--- src/rtl/decode_stage.sv ---
// ---------------------------------------------------------------------------
// decode_stage
//   Registered, handshaked RV32I decode stage between fetch and register-read.
//   One instruction word plus its PC is accepted per valid/ready transfer; the
//   decoded fields, per-field valid flags, a one-hot opcode class and an
//   illegal flag are presented one cycle later and held until consumed.
//
// Parameters
//   XLEN     width of pc_in/pc_out and of the sign-extended immediate (32/64)
//   SKID_EN  1: two-entry skid buffer, in_ready driven from a flop
//            0: single output register, in_ready combinational
//
// Ports
//   clk, rst            rising-edge clock, asynchronous active-high reset
//   flush               drops all held and in-flight entries at the edge
//   in_valid/in_ready   input handshake for instr and pc_in
//   out_valid/out_ready output handshake for the decoded entry
//   pc_out              PC of the decoded entry
//   rd, rs1, rs2        register indices (instr[11:7], [19:15], [24:20])
//   func3, func7        instr[14:12], instr[31:25]
//   imm                 sign-extended immediate
//   *_valid             field is meaningful for this instruction format
//   op_class            one-hot: LUI, AUIPC, JAL, JALR, BRANCH, LOAD, STORE,
//                       OP_IMM, OP, FENCE, SYSTEM (bits 0..10)
//   illegal             unrecognised encoding
// ---------------------------------------------------------------------------
module decode_stage #(
  parameter int XLEN    = 32,
  parameter int SKID_EN = 1
) (
  input  logic            clk,
  input  logic            rst,
  input  logic            flush,
  input  logic            in_valid,
  output logic            in_ready,
  input  logic [31:0]     instr,
  input  logic [XLEN-1:0] pc_in,
  output logic            out_valid,
  input  logic            out_ready,
  output logic [XLEN-1:0] pc_out,
  output logic [4:0]      rd,
  output logic [4:0]      rs1,
  output logic [4:0]      rs2,
  output logic [2:0]      func3,
  output logic [6:0]      func7,
  output logic [XLEN-1:0] imm,
  output logic            rd_valid,
  output logic            rs1_valid,
  output logic            rs2_valid,
  output logic            func3_valid,
  output logic            func7_valid,
  output logic            imm_valid,
  output logic [10:0]     op_class,
  output logic            illegal
);

  // Major opcodes, instr[6:2]
  localparam logic [4:0] OPC_LUI    = 5'b01101;
  localparam logic [4:0] OPC_AUIPC  = 5'b00101;
  localparam logic [4:0] OPC_JAL    = 5'b11011;
  localparam logic [4:0] OPC_JALR   = 5'b11001;
  localparam logic [4:0] OPC_BRANCH = 5'b11000;
  localparam logic [4:0] OPC_LOAD   = 5'b00000;
  localparam logic [4:0] OPC_STORE  = 5'b01000;
  localparam logic [4:0] OPC_OP_IMM = 5'b00100;
  localparam logic [4:0] OPC_OP     = 5'b01100;
  localparam logic [4:0] OPC_FENCE  = 5'b00011;
  localparam logic [4:0] OPC_SYSTEM = 5'b11100;

  // op_class bit positions
  localparam int C_LUI    = 0;
  localparam int C_AUIPC  = 1;
  localparam int C_JAL    = 2;
  localparam int C_JALR   = 3;
  localparam int C_BRANCH = 4;
  localparam int C_LOAD   = 5;
  localparam int C_STORE  = 6;
  localparam int C_OP_IMM = 7;
  localparam int C_OP     = 8;
  localparam int C_FENCE  = 9;
  localparam int C_SYSTEM = 10;

  // Field-valid flags, packed as {rd, rs1, rs2, func3, func7, imm}
  localparam logic [5:0] V_RD  = 6'b100000;
  localparam logic [5:0] V_RS1 = 6'b010000;
  localparam logic [5:0] V_RS2 = 6'b001000;
  localparam logic [5:0] V_F3  = 6'b000100;
  localparam logic [5:0] V_F7  = 6'b000010;
  localparam logic [5:0] V_IMM = 6'b000001;
  localparam logic [5:0] V_R   = V_RD | V_RS1 | V_RS2 | V_F3 | V_F7;
  localparam logic [5:0] V_I   = V_RD | V_RS1 | V_F3 | V_IMM;
  localparam logic [5:0] V_SB  = V_RS1 | V_RS2 | V_F3 | V_IMM;
  localparam logic [5:0] V_UJ  = V_RD | V_IMM;

  typedef struct packed {
    logic [XLEN-1:0]        pc;
    logic [4:0]             rd;
    logic [4:0]             rs1;
    logic [4:0]             rs2;
    logic [2:0]             func3;
    logic [6:0]             func7;
    logic signed [XLEN-1:0] imm;
    logic [5:0]             vflags;
    logic [10:0]            op_class;
    logic                   illegal;
  } entry_t;

  // Every immediate is first assembled as a 32-bit signed value; widening
  // the signed value to XLEN replicates instr[31] (this also covers U-type
  // on XLEN=64).
  function automatic logic signed [XLEN-1:0] sext32(input logic signed [31:0] v);
    return v;
  endfunction

  function automatic logic signed [XLEN-1:0] imm_i(input logic [31:0] i);
    return sext32({{20{i[31]}}, i[31:20]});
  endfunction

  function automatic logic signed [XLEN-1:0] imm_s(input logic [31:0] i);
    return sext32({{20{i[31]}}, i[31:25], i[11:7]});
  endfunction

  function automatic logic signed [XLEN-1:0] imm_b(input logic [31:0] i);
    return sext32({{19{i[31]}}, i[31], i[7], i[30:25], i[11:8], 1'b0});
  endfunction

  function automatic logic signed [XLEN-1:0] imm_u(input logic [31:0] i);
    return sext32({i[31:12], 12'b0});
  endfunction

  function automatic logic signed [XLEN-1:0] imm_j(input logic [31:0] i);
    return sext32({{11{i[31]}}, i[31], i[19:12], i[20], i[30:21], 1'b0});
  endfunction

  function automatic entry_t decode(input logic [31:0] i, input logic [XLEN-1:0] pc);
    entry_t e;
    e          = '0;
    e.pc       = pc;
    e.rd       = i[11:7];
    e.rs1      = i[19:15];
    e.rs2      = i[24:20];
    e.func3    = i[14:12];
    e.func7    = i[31:25];
    if (i[1:0] != 2'b11) begin
      e.illegal = 1'b1;
    end else begin
      unique case (i[6:2])
        OPC_LUI:    begin e.op_class[C_LUI]    = 1'b1; e.imm = imm_u(i); e.vflags = V_UJ; end
        OPC_AUIPC:  begin e.op_class[C_AUIPC]  = 1'b1; e.imm = imm_u(i); e.vflags = V_UJ; end
        OPC_JAL:    begin e.op_class[C_JAL]    = 1'b1; e.imm = imm_j(i); e.vflags = V_UJ; end
        OPC_JALR:   begin e.op_class[C_JALR]   = 1'b1; e.imm = imm_i(i); e.vflags = V_I;  end
        OPC_BRANCH: begin e.op_class[C_BRANCH] = 1'b1; e.imm = imm_b(i); e.vflags = V_SB; end
        OPC_LOAD:   begin e.op_class[C_LOAD]   = 1'b1; e.imm = imm_i(i); e.vflags = V_I;  end
        OPC_STORE:  begin e.op_class[C_STORE]  = 1'b1; e.imm = imm_s(i); e.vflags = V_SB; end
        OPC_OP_IMM: begin
          e.op_class[C_OP_IMM] = 1'b1;
          e.imm                = imm_i(i);
          // Shifts (func3 001/101) carry a func7-style qualifier in [31:25]
          e.vflags             = (i[13:12] == 2'b01) ? (V_I | V_F7) : V_I;
        end
        OPC_OP:     begin e.op_class[C_OP]     = 1'b1; e.vflags = V_R; end
        OPC_FENCE:  begin e.op_class[C_FENCE]  = 1'b1; e.imm = imm_i(i); e.vflags = V_I;  end
        OPC_SYSTEM: begin e.op_class[C_SYSTEM] = 1'b1; e.imm = imm_i(i); e.vflags = V_I;  end
        default:    e.illegal = 1'b1;
      endcase
    end
    return e;
  endfunction

  entry_t dec_p0;
  entry_t out_p1;
  entry_t skid_p1;
  logic   vld_p1;
  logic   skid_vld_p1;
  logic   accept;
  logic   slot_free;

  // ---- stage p0: combinational decode of the incoming word ----
  assign dec_p0    = decode(instr, pc_in);
  assign accept    = in_valid & in_ready;
  // Output register may load this edge: empty, or its entry is leaving
  assign slot_free = !vld_p1 | out_ready;

  generate
    if (SKID_EN != 0) begin : g_skid
      assign in_ready = !skid_vld_p1;
    end else begin : g_noskid
      assign in_ready = slot_free;
    end
  endgenerate

  // ---- stage p1: output register and skid entry ----
  // Without the skid buffer, accept implies slot_free, so the skid entry is
  // never loaded and the same control serves both configurations.
  always_ff @(posedge clk or posedge rst) begin
    if (rst) begin
      vld_p1      <= 1'b0;
      skid_vld_p1 <= 1'b0;
    end else if (flush) begin
      vld_p1      <= 1'b0;
      skid_vld_p1 <= 1'b0;
    end else if (slot_free) begin
      if (skid_vld_p1) begin
        vld_p1      <= 1'b1;
        skid_vld_p1 <= accept;
      end else begin
        vld_p1      <= accept;
      end
    end else if (accept) begin
      skid_vld_p1 <= 1'b1;
    end
  end

  always_ff @(posedge clk or posedge rst) begin
    if (rst) begin
      out_p1  <= '0;
      skid_p1 <= '0;
    end else if (!flush) begin
      if (slot_free) begin
        // Older skid entry always drains first to keep order
        if (skid_vld_p1) begin
          out_p1 <= skid_p1;
          if (accept) skid_p1 <= dec_p0;
        end else if (accept) begin
          out_p1 <= dec_p0;
        end
      end else if (accept) begin
        skid_p1 <= dec_p0;
      end
    end
  end

  assign out_valid = vld_p1;
  assign pc_out    = out_p1.pc;
  assign rd        = out_p1.rd;
  assign rs1       = out_p1.rs1;
  assign rs2       = out_p1.rs2;
  assign func3     = out_p1.func3;
  assign func7     = out_p1.func7;
  assign imm       = out_p1.imm;
  assign op_class  = out_p1.op_class;
  assign illegal   = out_p1.illegal;
  assign {rd_valid, rs1_valid, rs2_valid, func3_valid, func7_valid, imm_valid} = out_p1.vflags;

endmodule

--- config.mk ---
export PLATFORM = sky130hd
export DESIGN_NAME = decode_stage
export DESIGN_NICKNAME = d
export VERILOG_FILES = /design/src/rtl/decode_stage.sv
export SDC_FILE = /design/constraint.sdc
export NUM_CORES = 1
export LEC_CHECK = 0
export ABC_AREA = 1
export ABC_CLOCK_PERIOD_IN_PS = 7620
export CAP_MARGIN = 5
export CORE_MARGIN = 10
export CORE_UTILIZATION = 40
export CTS_CLUSTER_SIZE = 40
export DETAILED_ROUTE_END_ITERATION = 7
export DONT_BUFFER_PORTS = 1
export GPL_ROUTABILITY_DRIVEN = 1
export SLEW_MARGIN = 20
export SYNTH_ARGS = -nofsm -noshare
export SYNTH_HDL_FRONTEND = slang
export SYNTH_SLANG_ARGS = --single-unit
export TNS_END_PERCENT = 1
--- constraint.sdc ---
create_clock -name clk -period 7.62 [get_ports clk]
set_input_delay 1.524 -clock clk [delete_from_list [all_inputs] [get_ports clk]]
set_output_delay 1.524 -clock clk [all_outputs]
set_load 0.005 [all_outputs]
# == After elaboration in Yosys (flattened, before gate mapping) ==
# Cells that the tools add are included.
# word_totals
ff_bits,216
output_inout_bits,109
elab_cells,81
# classes
eq_ne,13
n_mux,29
bitwise_logic,3
n_reduce_logical,14
# op_table
op,n
two-way mux 107 bit,5
case mux 32 bit (5 select lines),1
two-way mux 49 bit,1
case mux 6 bit (5 select lines),1
== test 5 bit (second input constant),4
two-way mux 1 bit,20
== test 5 x 4 -> 1 bit (second input constant),3
OR reduction 11 bit,1
== test 5 x 3 -> 1 bit (second input constant),2
== test 5 x 2 -> 1 bit (second input constant),1
zero test 5 bit,1
OR reduction 5 bit,1
!= test 2 bit (second input constant),2
nonzero test 2 bit,2
OR reduction 2 bit,2
OR reduction 4 bit,1
AND reduction 3 bit,1
nonzero test 3 bit,1
OR reduction 3 bit,1
== test 2 x 1 -> 1 bit (second input constant),1
zero test 1 bit,2
two-way mux 2 bit,1
AND reduction 2 bit,1
AND 1 bit,1
other kinds (2),2

# == Depth between registers and ports, before layout ==
# depth
depth_word,7
mapped_depth,13

# == Worst setup path before layout ==
# No wires, ideal clock.
# synth_timing
path_type,input-to-reg
startpoint,in out_ready
endpoint,reg skid_p1[33] in the netlist's numbering
setup_time_ns,0.119
t_arrival_ns,2.499
t_required_ns,7.501
setup_slack_ns,5.002
cell_stages,9
path_cell_list,nor2_1 inv_1 nor2_1 nand2_1 buf_2 buf_2 clkbuf_1 nand2_1 nand2_1
# synth_between
elab_chain_len,3
# synth_rtl
item,line_no,source
"start, declared",39,"input logic out_ready,"
OR 1 bit (*),182,assign slot_free = !vld_p1 | out_ready;
!= test 2 bit (no source line),-,
AND reduction 2 bit (no source line),-,
"end signal, assigned",223,if (accept) skid_p1 <= dec_p0;
"end signal, assigned",228,skid_p1 <= dec_p0;
"end, declared",172,entry_t skid_p1;
# Mark *: on every way between the ends. The rest lies on a longest branch, timed or not.
# A chain may end at the register's enable or synchronous reset.

# == Worst setup path in the final report ==
# layout_timing
startpoint,in in_valid
endpoint,"reg out_p1, in the netlist rs1_valid"
# layout_between
elab_chain_len,3
# layout_rtl
item,line_no,source
"start, declared",34,"input logic in_valid,"
AND 1 bit,180,assign accept = in_valid & in_ready;
nonzero test 2 bit (no source line),-,
AND reduction 3 bit (no source line),-,
"end signal, assigned",222,out_p1 <= skid_p1;
"end signal, assigned",225,out_p1 <= dec_p0;
"end, declared",171,entry_t out_p1;
# No other way between the ends.

==> flow_metrics.py <==
metrics = {
    "status": {
        "status": "complete, no violations",
    },
    "cts": {
        "numCtsBuffers": 24,
        "clkSlewWorstSetupHoldPaths_ns": 0.06,
        "post-cts-setup-buffers": 0,
        "clockBufferDepth": 3,
        "cts_root_buf": "clkbuf_16",
        "h-tree-depth": 1,
        "cts-resized-gates": 0,
        "ctsHoldBuffers": 0,
        "worstSkewPairLatency_ns": 0.51,
        "cts_tree": "yes",
        "cts_sinks": 214,
    },
    "pwr": {
        "leakage_uw": 0.00581,
        "intPower_uw": 2120,
        "p_comb_frac": 0.095,
        "clockPowerShare": 0.409,
        "switchingPower_uw": 744,
        "peakVddDrop_mv": 0.158,
        "p_per_area_mw_per_mm2": 264,
        "switching_share": 0.260,
        "pwr-share-seq": 0.496,
    },
    "synth": {
        "yosysMostFrequentCell": "nand2_1",
        "syn_area_per_cell_um2": 7.98,
        "synth_area_leaders": "dfrtp_1, nand2_1, o21ai_0",
        "synth_top_area_frac": 0.540,
        "synth_top_flop_cell": "dfrtp_1",
        "yosysSeqAreaShare": 0.540,
        "yosysWarningCount": 0,
        "synth_cell_types": 30,
        "synth.cell_area_mm2": 0.00991,
        "yosys_register_bits": 214,
        "synth_largest_area_cell": "dfrtp_1",
        "synth_nets": 1311,
        "synth-async-reset-ratio": 1.00,
        "yosys-top-cells-count": "nand2_1, dfrtp_1, o21ai_0, nor2_1, inv_1",
        "synth_enable_flop_cells": 0,
        "postSynthCellCount": 1242,
    },
    "min_path": {
        "hp-class": "reg2reg",
        "worstHoldPathCells": 2,
        "min_to": "skid_p1[30]",
        "hp-start": "skid_p1[30]",
    },
    "worst_setup_path": {
        "cp_top_family": "buffers and inverters",
        "slowest_delay_ns": 0.71,
        "r2r-start": "skid_vld_p1",
        "cp_slowest_cell": "nor2_2",
        "rr_endpoint": "rs1_valid",
        "worst_ep_arrival_time_ns": 3.94,
        "r2r_cells": 9,
        "cp-end-kind": "flop",
        "worst_setup_path_start_kind": "input port",
        "rrSetupSlack_ns": 4.69,
        "worst-path-buf-inv": 4,
        "crit_chain": "inv_1, a21oi_1, inv_1, nor2_2, inv_6, buf_4, a21oi_1, o21ai_0, nand2_1",
        "critPathKind": "in2reg",
        "crit_required_ns": 8.06,
        "cp_max_fo": 115,
    },
    "sta": {
        "fin_ws_ns": 4.12,
        "setup_viol": 0,
        "skew_ns": 0.0153,
        "drv_slew": 0,
        "period_minus_slack_ns": 3.50,
        "tightest_slew_ns": 1.04,
        "slew_headroom": 0.307,
        "period_share": 0.460,
        "rsz0062_at_grt": "no",
        "max_freq_mhz": 285,
        "finalSetupTns_ns": 0,
        "finalHoldViolCount": 0,
    },
    "detailed_routing": {
        "dr_total_vias": 7688,
        "ant_nets": 0,
        "drc": 0,
        "drt-total-wl_um": 26700,
        "drtIter0Drc": 737,
        "avgViaCountPerCell": 5.01,
        "wl_per_cell_um": 17.4,
        "dr.pass1.iters": 5,
    },
    "placed_design": {
        "place_area_mm2": 0.00999,
        "place.gp.congestion": 0.825,
        "place_inst": 1494,
        "dp_hpwl_um": 17800,
        "dpl_worst_slack_ns": 3.61,
        "numPortBuffers": 0,
    },
    "floorplan": {
        "die-area_mm2": 0.0315,
        "io_pins": 178,
        "core.rowCount": 57,
        "initial_core_util": 0.407,
        "core_area_mm2": 0.0243,
        "die_h_um": 177,
        "die_w_um": 177,
    },
    "cells_and_area": {
        "final_layout_size_suffix_gt1_frac": 0.0792,
        "stdcell_area_mm2": 0.0108,
        "instances_no_fill": 1536,
        "syn2layout_area_growth_pct": 9.29,
        "nets": 1266,
        "diodes": 0,
    },
    "global_routing": {
        "track_usage": 0.167,
        "grt_pass1_wl_um": 42400,
        "grt_pass1_vias": 7232,
        "overflow": 0,
        "antenna_found_initial": 0,
        "grt_max_degree": 144,
    },
    "job": {
        "drv_cap": 0,
    },
}
-- layout make-up --
class                   instances  area [µm²]
fillers                      2411       13500
flip-flops and latches        214        5360
multi-input cells             862        3840
clock buffers                  35         723
well taps                     324         405
inverters                      88         345
clock inverters                 6        82.6
repair buffers                  7        72.6
-- placed cells by master (no fill, tap or decap), types with 4 or more instances in the layout --
cell,instances
nor2_1,81
clkbuf_16,25
o21ai_1,28
clkbuf_1,4
clkbuf_8,6
nand3_1,31
inv_1,78
dfrtp_1,214
inv_2,6
buf_4,6
o21ai_0,206
o21a_1,5
a21oi_1,18
nand3_2,16
nand2_1,443
nand2_2,12
nor2_2,6
-- worst max-delay path by stage --
stage,start,end,cells past startpoint
finish,in_valid,rs1_valid,9
global route,in_valid,rs1_valid,9
global placement,in_valid,rs1_valid,9
detailed placement,in_valid,rs1_valid,9
CTS,in_valid,rs1_valid,9
floorplan,rst,func3[0],1
-- logic make-up after synthesis --
| logic type | Yosys count | share of synthesized area |
|---|---|---|
| buf+inv | 166 | 0.0731 |
| flops | 214 | 0.540 |
| compound gates | 261 | 0.134 |
| simple gates | 601 | 0.252 |
-- power by group through the flow --
| stage | sequential, µW | combinational, µW | clock [µW] |
|---|---|---|---|
| 2_1_floorplan | 1390 | 229 | 0 |
| 3_3_place_gp | 1440 | 265 | 0 |
| 3_5_place_dp | 1440 | 275 | 0 |
| 4_1_cts | 1420 | 275 | 1210 |
| 5_1_grt | 1440 | 330 | 1250 |
| 6_report | 1420 | 272 | 1170 |
-- state kept, by name (all words and copies together) (netlist names), 5 cells and up --
name	cells
rs2	5
pc_out	32
rs1	5
func7	7
op_class	11
imm	32
skid_p1	106
rd	5
-- per-stage QoR --
step | power (µW) | util | hold WS (ns)
CTS | 2900 | 0.444 | 0.477
global placement | 1710 | 0.411 | 0.456
finish | 2860 | 0.445 | 0.477
global route | 3020 | 0.445 | 0.501
floorplan | 1620 | - | 0.444
detailed placement | 1720 | 0.411 | 0.460
-- tightest hold or removal path, stage by stage, from the launching register on --
cell and delay (ns):
dfrtp_1 0.34, nand2_1 0.05, nand2_1 0.06
-- layer usage --
layer	wire length, µm	vias to the layer above	track usage
met2	12400	205	0.263
met3	2050	26	0.0425
met1	11900	3613	0.227
li1	-	3844	-
met4	398	0	0.0406
met5	0	-	0
(Power assumes the default switching activity.)
==> edit, RTL diff (config.mk and constraints unchanged) <==
Change the parameter `SKID_EN` from 1 to 0. Comments in the files are not updated.
--- a/src/rtl/decode_stage.sv
+++ b/src/rtl/decode_stage.sv
@@ -26,7 +26,7 @@
 // ---------------------------------------------------------------------------
 module decode_stage #(
   parameter int XLEN    = 32,
-  parameter int SKID_EN = 1
+  parameter int SKID_EN = 0
 ) (
   input  logic            clk,
   input  logic            rst,
Formal check against the unedited RTL: not equivalent (Yosys sat finds a counterexample within 4 cycles, from zero or initial values and one cycle with rst high).
==> edit against the original RTL <==
Total power shrank 9.3%. Non-clock buffer count grew 2. Sequential share of layout area grew 0.21 points. Sequential power shrank 11%. Wire length shrank 0.21%. Worst setup slack gained 0.21 ns. Sequential cell count is the same. Via count shrank 0.46%. Global-route usage shrank 0.12 points. Cell area shrank 0.42%. Area after synthesis shrank 0.81%. Clock skew shrank 0.0085 ns. Critical endpoint is now in_ready. Highest routed layer unchanged.
==> edit: results (changes against the original RTL) <==
[run_status]
outcome = finished clean

[critical_path]
critical-path-top-delay-family = simple AND/OR/NAND/NOR gates
critPathArrivalTime_ns = 1.77  ; -2.17 ns
crit_slowest_cell = nor2_1
critical_path_peak_fanout = 3  ; -97%
slowest_delay_ns = 0.14  ; -0.57 ns

[grt]
grt_usage_pct = 16.6  ; -0.12 points
grt_pass1_wl_um = 42100  ; -0.59%
grt_start_max_net_pins = 124  ; -14%
grt_pass1_vias = 7072  ; -2.2%
antenna_found_initial = 0  ; unchanged

[clock_network]
clk_path_buf_depth = 3  ; unchanged
worstSkewPairLatency_ns = 0.51  ; about the same
cts_max_level = 1  ; unchanged
post_cts_resized = 0  ; unchanged
cts_root_buf = clkbuf_16
cts_setup_buffers = 0  ; unchanged
cts_made_buffers = 25  ; +4.2%
clk_transition_reported_paths_ns = 0.06  ; about the same

[placed_design]
io_buffers = 0  ; unchanged
dp_hpwl_um = 17600  ; -0.85%
routabilityCongestion = 0.842  ; +2.0%

[timing]
worstMarginPinSlew_ns = 0.986  ; -0.0528 ns
clock_skew_ns = 0.00679  ; -0.00847 ns

[routing]
totalWireLength_um = 26600  ; -0.21%
firstDrtPassIters = 5  ; unchanged
drt-initial-drc-count = 570  ; -23%
routed-via-count = 7653  ; -0.46%

[yosys]
synth_area_leaders = dfrtp_1 (54%), nand2_1 (17%), o21ai_0 (11%)
ys_types = 28  ; -6.7%
yosysMostFrequentCell = nand2_1
async_flop_share_pct = 100  ; unchanged
yosysWarnings = 0  ; unchanged
netlist_top_cells_count = nand2_1 (445), o21ai_0 (219), dfrtp_1 (214)
yosysSeqAreaShare_pct = 54.5  ; +0.44 points
syn_avg_cell_area_um2 = 7.95  ; -0.33%

[floorplanning]
initial_core_util_pct = 40.5  ; -0.21 points

[finish]
n_antenna_cell = 0  ; unchanged
largest_reg_flops = 106  ; unchanged
top_register = skid_p1
final_cells = 1537  ; +0.065%
drive_gt1_share_pct = 7.01  ; -0.91 points
final_nets = 1264  ; -0.16%

[worst_hold_path]
hp-class = register to register

[pwr]
p_leak_nw = 5.82  ; +0.19%
peakVddDrop_mv = 0.150  ; -5.1%

edit: cell types whose count changed after synthesis, moves of 4 or more:
cell      delta
nor2_1       +4
nand2_2      -8
o21ai_0     +13
o21a_1       -4
nand3_1      -7
clkbuf_1    -11
buf_2       +15
o21ai_1      -4
edit: power by group:
part | switching [mW] | internal [mW] | leakage (nW)
clock | 0.471 | 0.687 | 0.379
combinational | 0.114 | 0.0530 | 2.58
sequential | 0.0663 | 1.21 | 2.86
edit: kinds of logic (layout without fill, tap and decap cells):
family                 count (synthesis)  count (layout)  share of synthesized area (%)
DFF                                  214             214                           54.5
and+or+nand+nor                      588             588                           24.4
buffers and inverters                164             141                           7.00
AOI/OAI and AO/OA                    270             270                           14.1
edit: path summary, 6_finish.rpt:
check | startpoint | to | slack [ns] | depth (start not counted)
hold / removal | skid_p1[9] | skid_p1[9] | 0.48 | 2
min in group asynchronous | rst | skid_p1[93] | 0.92 | 1
setup / recovery | out_ready | in_ready | 4.32 | 2
max in group asynchronous | rst | skid_p1[98] | 5.37 | 2
setup reg to reg | skid_vld_p1 | skid_p1[16] | 4.69 | 4
hold reg to reg | skid_p1[9] | skid_p1[9] | 0.48 | 2
edit: metrics by stage:
| stage | setup slack (ns) | utilization [%] | cell area [µm²] | hold WS, ns | power, mW |
|---|---|---|---|---|---|
| after CTS | 4.24 | 44.3 | 10700 | 0.477 | 2.63 |
| after global routing | 4.27 | 44.5 | 10800 | 0.497 | 2.72 |
| after global placement | 3.78 | 41.0 | 9940 | 0.459 | 1.46 |
| after detailed placement | 3.72 | 41.0 | 9940 | 0.461 | 1.46 |
| final | 4.32 | 44.5 | 10800 | 0.476 | 2.60 |
| after floorplan | 0.245 | - | 9830 | 0.444 | 1.40 |
edit: cell type report:
cell class                 instances  area (µm²)
multi-input combinational        858        3790
inverter                          87         339
clock buffer                      37         721
timing repair buffer               9        96.3
clock inverter                     8        75.1
sequential                       214        5360
tap                              324         405
fill                            2446       13500
edit: per-layer routing:
| metal | share of wire, % | track usage [%] | up-vias | wire length [µm] |
|---|---|---|---|---|
| met4 | 2.2 | 4.48 | 0 | 575 |
| met3 | 10 | 6.12 | 34 | 2660 |
| met2 | 43 | 23.9 | 191 | 11400 |
| met1 | 45 | 23.0 | 3597 | 12100 |
| met5 | 0 | 0 | - | 0 |
| li1 | - | - | 3831 | - |
